**src/rtl/rush3d_csr_slave_if.sv**
```systemverilog
// Avalon-MM slave bus bundle for the Rush3D control/status register block.
// The master modport is the host/bus side and the slave modport is the CSR block.
interface rush3d_csr_slave_if #(
    parameter int unsigned ADDR_W = 3
);
    logic [ADDR_W-1:0] avs_address;
    logic              avs_read;
    logic              avs_write;
    logic [31:0]       avs_writedata;
    logic [3:0]        avs_byteenable;
    logic [31:0]       avs_readdata;
    logic              avs_readdatavalid;

    modport master (
        output avs_address,
        output avs_read,
        output avs_write,
        output avs_writedata,
        output avs_byteenable,
        input  avs_readdata,
        input  avs_readdatavalid
    );

    modport slave (
        input  avs_address,
        input  avs_read,
        input  avs_write,
        input  avs_writedata,
        input  avs_byteenable,
        output avs_readdata,
        output avs_readdatavalid
    );
endinterface

```
**src/rtl/rush3d_csr_slave.sv**
```systemverilog
// Host-facing CSR block holding the 64-bit Rush3D command word, the controller clear-back path,
// the pipeline status view, the buffer-swap frame counter and a maskable completion IRQ.
module rush3d_csr_slave #(
    parameter int unsigned ADDR_W   = 3,
    parameter logic [63:0] CMD_MASK = 64'h0000_0000_0000_0111
) (
    input  logic                     clock,
    input  logic                     reset_n,
    rush3d_csr_slave_if.slave        avs,
    output logic [63:0]              control_status_out,
    input  logic [63:0]              control_status_in,
    input  logic                     control_status_load,
    input  logic                     current_buffer_flag,
    input  logic [3:0]               framebuffer_write_state,
    input  logic                     pixel_fifo_empty,
    input  logic                     vertex_data_fifo_empty,
    output logic                     irq
);
    localparam logic [ADDR_W-1:0] AddrCtrlLo  = ADDR_W'(0);
    localparam logic [ADDR_W-1:0] AddrCtrlHi  = ADDR_W'(1);
    localparam logic [ADDR_W-1:0] AddrStatus  = ADDR_W'(2);
    localparam logic [ADDR_W-1:0] AddrIrqPend = ADDR_W'(3);
    localparam logic [ADDR_W-1:0] AddrIrqEn   = ADDR_W'(4);
    localparam logic [ADDR_W-1:0] AddrFrame   = ADDR_W'(5);

    logic [63:0] ctrl_q, ctrl_d, ctrl_ld, wmask, wdata64, fall;
    logic [2:0]  pend_q, pend_d, en_q, en_d, w1c;
    logic [31:0] frame_cnt_q, frame_cnt_d;
    logic        buf_q;
    logic        irq_q;
    logic [31:0] readdata_q, rd_mux;
    logic        readdatavalid_q;
    logic [31:0] be_mask;
    logic        do_read;

    assign be_mask = {{8{avs.avs_byteenable[3]}}, {8{avs.avs_byteenable[2]}},
                      {8{avs.avs_byteenable[1]}}, {8{avs.avs_byteenable[0]}}};
    assign wdata64 = {avs.avs_writedata, avs.avs_writedata};
    assign do_read = avs.avs_read && !avs.avs_write;

    always_comb begin
        wmask = '0;
        if (avs.avs_write && avs.avs_address == AddrCtrlLo) wmask[31:0]  = be_mask;
        if (avs.avs_write && avs.avs_address == AddrCtrlHi) wmask[63:32] = be_mask;
    end

    // Load may only clear command bits; host data bits never see the controller value.
    always_comb begin
        ctrl_ld = ctrl_q;
        if (control_status_load) ctrl_ld = ctrl_q & (control_status_in | ~CMD_MASK);
        // Command bits OR in (set wins over a same-cycle clear); data bits are replaced.
        ctrl_d = (ctrl_ld & ~(wmask & ~CMD_MASK)) | (wdata64 & wmask);
    end

    assign fall = ctrl_q & ~ctrl_d & CMD_MASK;

    always_comb begin
        w1c = '0;
        if (avs.avs_write && avs.avs_address == AddrIrqPend && avs.avs_byteenable[0]) begin
            w1c = avs.avs_writedata[2:0];
        end
        pend_d = (pend_q & ~w1c) | {fall[8], fall[4], fall[0]};
        en_d   = en_q;
        if (avs.avs_write && avs.avs_address == AddrIrqEn && avs.avs_byteenable[0]) begin
            en_d = avs.avs_writedata[2:0];
        end
        frame_cnt_d = frame_cnt_q;
        if (buf_q != current_buffer_flag) frame_cnt_d = frame_cnt_q + 32'd1;
    end

    always_comb begin
        rd_mux = '0;
        case (avs.avs_address)
            AddrCtrlLo:  rd_mux = ctrl_q[31:0];
            AddrCtrlHi:  rd_mux = ctrl_q[63:32];
            AddrStatus:  rd_mux = {25'b0, framebuffer_write_state, vertex_data_fifo_empty,
                                   pixel_fifo_empty, current_buffer_flag};
            AddrIrqPend: rd_mux = {29'b0, pend_q};
            AddrIrqEn:   rd_mux = {29'b0, en_q};
            AddrFrame:   rd_mux = frame_cnt_q;
            default:     rd_mux = '0;
        endcase
    end

    always_ff @(posedge clock or negedge reset_n) begin
        if (!reset_n) begin
            ctrl_q          <= '0;
            pend_q          <= '0;
            en_q            <= '0;
            frame_cnt_q     <= '0;
            buf_q           <= 1'b0;
            irq_q           <= 1'b0;
            readdata_q      <= '0;
            readdatavalid_q <= 1'b0;
        end else begin
            ctrl_q          <= ctrl_d;
            pend_q          <= pend_d;
            en_q            <= en_d;
            frame_cnt_q     <= frame_cnt_d;
            buf_q           <= current_buffer_flag;
            irq_q           <= |(pend_q & en_q);
            readdatavalid_q <= do_read;
            if (do_read) readdata_q <= rd_mux;
        end
    end

    assign control_status_out    = ctrl_q;
    assign irq                   = irq_q;
    assign avs.avs_readdata      = readdata_q;
    assign avs.avs_readdatavalid = readdatavalid_q;
endmodule
```
**src/flat_wrapper.sv**
```systemverilog
// flat-port wrapper written by rule: the top's interface ports become plain ports
module rush3d_csr_slave_flat 
#(
    parameter int unsigned ADDR_W   = 3,
    parameter logic [63:0] CMD_MASK = 64'h0000_0000_0000_0111
)
  (clock, reset_n, control_status_out, control_status_in, control_status_load, current_buffer_flag, framebuffer_write_state, pixel_fifo_empty, vertex_data_fifo_empty, irq, avs_avs_address, avs_avs_read, avs_avs_write, avs_avs_writedata, avs_avs_byteenable, avs_avs_readdata, avs_avs_readdatavalid);
  rush3d_csr_slave_if #(.ADDR_W(ADDR_W)) avs_i ();
  input  logic clock;
  input  logic reset_n;
  output logic [63:0] control_status_out;
  input  logic [63:0] control_status_in;
  input  logic control_status_load;
  input  logic current_buffer_flag;
  input  logic [3:0] framebuffer_write_state;
  input  logic pixel_fifo_empty;
  input  logic vertex_data_fifo_empty;
  output logic irq;
  input wire logic [$bits(avs_i.avs_address)-1:0] avs_avs_address;
  input wire logic [$bits(avs_i.avs_read)-1:0] avs_avs_read;
  input wire logic [$bits(avs_i.avs_write)-1:0] avs_avs_write;
  input wire logic [$bits(avs_i.avs_writedata)-1:0] avs_avs_writedata;
  input wire logic [$bits(avs_i.avs_byteenable)-1:0] avs_avs_byteenable;
  output wire logic [$bits(avs_i.avs_readdata)-1:0] avs_avs_readdata;
  output wire logic [$bits(avs_i.avs_readdatavalid)-1:0] avs_avs_readdatavalid;
  assign avs_i.avs_address = avs_avs_address;
  assign avs_i.avs_read = avs_avs_read;
  assign avs_i.avs_write = avs_avs_write;
  assign avs_i.avs_writedata = avs_avs_writedata;
  assign avs_i.avs_byteenable = avs_avs_byteenable;
  assign avs_avs_readdata = avs_i.avs_readdata;
  assign avs_avs_readdatavalid = avs_i.avs_readdatavalid;
  rush3d_csr_slave #(.ADDR_W(ADDR_W), .CMD_MASK(CMD_MASK)) u_core (.clock(clock), .reset_n(reset_n), .avs(avs_i), .control_status_out(control_status_out), .control_status_in(control_status_in), .control_status_load(control_status_load), .current_buffer_flag(current_buffer_flag), .framebuffer_write_state(framebuffer_write_state), .pixel_fifo_empty(pixel_fifo_empty), .vertex_data_fifo_empty(vertex_data_fifo_empty), .irq(irq));
endmodule
```
**config.mk**
```make
export PLATFORM = sky130hd
export DESIGN_NAME = rush3d_csr_slave_flat
export DESIGN_NICKNAME = d
export VERILOG_FILES = /design/src/rtl/rush3d_csr_slave_if.sv /design/src/rtl/rush3d_csr_slave.sv /design/src/flat_wrapper.sv
export SDC_FILE = /design/constraint.sdc
export NUM_CORES = 1
export LEC_CHECK = 0
export ABC_AREA = 1
export CORE_UTILIZATION = 42
export DETAILED_ROUTE_END_ITERATION = 10
export GPL_TIMING_DRIVEN = 0
export HOLD_SLACK_MARGIN = 0.12
export PLACE_DENSITY = 0.74
export SLEW_MARGIN = 20
export SYNTH_ARGS = -nofsm -noshare
export SYNTH_HDL_FRONTEND = slang
export SYNTH_SLANG_ARGS = --single-unit
```
**constraint.sdc**
```tcl
create_clock -name clock -period 1.44 [get_ports clock]
set_input_delay 0.144 -clock clock [delete_from_list [all_inputs] [get_ports clock]]
set_output_delay 0.144 -clock clock [all_outputs]
set_load 0.03 [all_outputs]
```
==> flow_summary.yaml <==
status:
  status: "complete, but fails checks"
  violations: "setup timing"
placed_design:
  routabilityCongestion: 0.915
  place.port_buffers: 148
  hpwl_mm: 14.2
worst_setup_path:
  worst-setup-path-type: "flop to flop"
  end_kind: "flop"
  required_ns: 1.80
  slowest_stage: "dfrtp_2"
  startpoint_type: "flop"
  cpPeakStageDelay_ns: 0.44
  ff2ff_setup_slack_ns: -0.10
  arrival_ns: 1.90
  critPathMaxFanout: 7
  crit_chain: "nand2_1 > nor2_2 > nand3_2 > nor2_4 > buf_6 > xor2_1"
detailed_routing:
  dr_total_vias: 6157
  wl_per_cell_um: 17.2
  drt_pass1_iterations: 5
  dr.first_iter.drc_count: 547
  drc_errors: 0
  routed_wl_mm: 20.3
  vias_per_cell: 5.23
  ant_nets: 0
synthesis:
  yosysSeqAreaShare: 0.533
  syn_avg_cell_area_um2: 8.09
  synth_ff_type: "dfrtp_1"
  yosysMostFrequentCell: "nand2_1"
  syn_area_um2: 6430
  synth_edf_count: 0
  synth_seq_cells: 137
  syn_inst: 795
  synthTopCellsByArea: "dfrtp_1 (53%), nand2_1 (17%), inv_1 (5.2%)"
  ys_warn_count: 0
  synthDominantCellAreaShare: 0.533
  synth_top_cell_by_area: "dfrtp_1"
  synthesis.nets: 911
  async_reset_ff_frac: 1.00
  synth_cell_type_count: 27
  synth_common_cells: "nand2_1 (296), dfrtp_1 (137), inv_1 (89)"
floorplan:
  ios: 213
  dieHeight_um: 126
  dieWidth_um: 126
  core_area_um2: 14800
  num_rows: 44
  dieArea_um2: 15800
  start_util: 0.436
layout:
  antenna_cells: 0
  drive_above_1_share: 0.121
  final_nets: 1097
  syn2layout_area_growth_pct: 40.9
global_route:
  grt_pass1_vias: 5890
  grt_pass1_wl_mm: 31.6
  antenna_found_initial: 0
  grt_start_max_net_pins: 88
  grt_use_total: 0.263
  gr-total-overflow: 0
power_and_ir_drop:
  peakVddDrop_uv: 882
  combPwrFrac: 0.252
  p_int_mw: 8.98
  leakage_nw: 4.79
  powerDensity_nw_per_um2: 1480
  swShare: 0.332
  p_switching_mw: 4.46
  seq_power_share: 0.374
  clockPowerShare: 0.373
cts:
  cts-root-buf: "clkbuf_16"
  htree_levels: 4
  numCtsBuffers: 17
  cts_sinks: 137
  cts_tree: "yes"
  clk_pin_slew_worst_paths_ns: 0.06
  clk_latency_ns: 0.43
  cts_max_path_buffers: 2
sta:
  rsz0062_at_grt: "yes"
  drv_slew: 0
  tightest_slew_ns: 0.556
  hold_ws_ns: 0.153
  setup_violations: 20
  fin_worst_skew_ns: 0.00872
  setup_slack_ns: -0.100
  max_slew_margin: 0.630
  fin_crit_ns: 1.54
  max_freq_mhz: 649
  finalHoldViolations: 0
  finalSetupTns_ns: -1.13
  fin_crit_sh: 1.07
hold_path:
  hp-class: "primary input to flop"
flow_run:
  cap_violations: 0
==> worst paths after layout <==
check | depth (start not counted) | to | start
setup reg to reg | 6 | u_core.frame_cnt_q[13] | u_core.frame_cnt_q[4]
hold / removal | 3 | flop | avs_avs_byteenable[2]
hold reg to reg | 2 | u_core.avs.avs_readdata[7] | u_core.avs.avs_readdata[7]
max in group asynchronous | 3 | u_core.avs.avs_readdata[29] | reset_n
min in group asynchronous | 2 | async pin | reset_n
setup / recovery | 6 | u_core.frame_cnt_q[13] | u_core.frame_cnt_q[4]
==> stage by stage <==
stage	setup WS, ns	instance area [µm²]	utilization	std cells	power [mW]
5_1_grt	-0.192	9070	0.615	1178	13.9
6_report	-0.100	9070	0.615	1178	13.4
3_3_place_gp	-5.26	8150	0.552	1127	8.44
2_1_floorplan	0.0387	6430	-	795	6.80
3_5_place_dp	-0.441	8180	0.554	1128	8.49
4_1_cts	-0.0371	8920	0.604	1172	13.3
==> worst max-delay path, delay by kind of cell (launching register included) <==
kind	cells	cell delay (ns)
and+or+nand+nor	4	0.76
xor gates and xnor gates	1	0.13
DFF	1	0.44
buffers and inverters	1	0.14
==> area by class of cell <==
type                    instances  area [µm²]
clock inverters                12         219
fillers                      1269        5690
multi-input cells             533        2650
well taps                     184         230
plain buffers                  25         135
flip-flops and latches        137        3430
inverters                     100         375
repair buffers                167        1570
clock buffers                  20         457
==> layer usage <==
metal	wire (µm)	part of all wire	track usage
met4	805	0.040	0.125
met3	1390	0.068	0.0590
met1	8880	0.44	0.354
met5	0	0	0
met2	9240	0.45	0.404
==> cells in the final DEF (no fill, tap or decap), types with 2 or more instances in the layout <==
cell type        count
a21oi_1             10
buf_2               10
buf_4               16
buf_6                7
bufinv_16            6
clkbuf_1             8
clkbuf_16           17
clkbuf_2             2
clkbuf_8             2
clkdlybuf4s15_1      4
clkdlybuf4s50_1     45
clkinv_2             3
clkinvlp_4           2
dfrtp_1            134
dfrtp_2              3
dlygate4sd2_1       94
dlymetal6s2s_1       4
inv_1               88
inv_2               12
mux2_1               2
nand2_1            288
nand2_2              9
nand3_1             46
nand3_2              5
nand3_4              3
nand4_1             13
nor2_1              33
nor2_2               2
nor2_4              13
nor3_1               3
nor3_2               2
o21ai_0             18
o21ai_1             39
o221ai_1            18
o22ai_1              4
xnor2_1              2
xor2_1              19
==> timing repair <==
| item | 4_1_cts | 5_1_grt |
|---|---|---|
| setup buffers | 11 | 6 |
| endpoints found under the setup margin | 118 | 70 |
| resized for setup | 124 | 34 |
| hold buffers | 1 | 0 |
| endpoints found under the hold margin | 137 | 0 |
| pin swaps | 10 | 13 |
==> power groups by stage <==
stage | Combinational (mW) | Clock, mW | Sequential [mW]
2_1_floorplan | 0.864 | 0 | 5.93
3_3_place_gp | 3.38 | 0 | 5.06
3_5_place_dp | 3.43 | 0 | 5.06
4_1_cts | 3.26 | 5.04 | 4.99
5_1_grt | 3.61 | 5.22 | 5.10
6_report | 3.39 | 5.02 | 5.03
==> logic make-up after synthesis <==
group,share of synthesized area
buffers and inverters,0.0780
AND/OR/NAND/NOR,0.274
flip-flops,0.533
multiplexers,0.00350
AO/OA/AOI/OAI,0.0817
adder cells (fa/ha/maj),0.00194
XOR/XNOR,0.0286
Note: power is estimated with default switching activity, not from simulation.
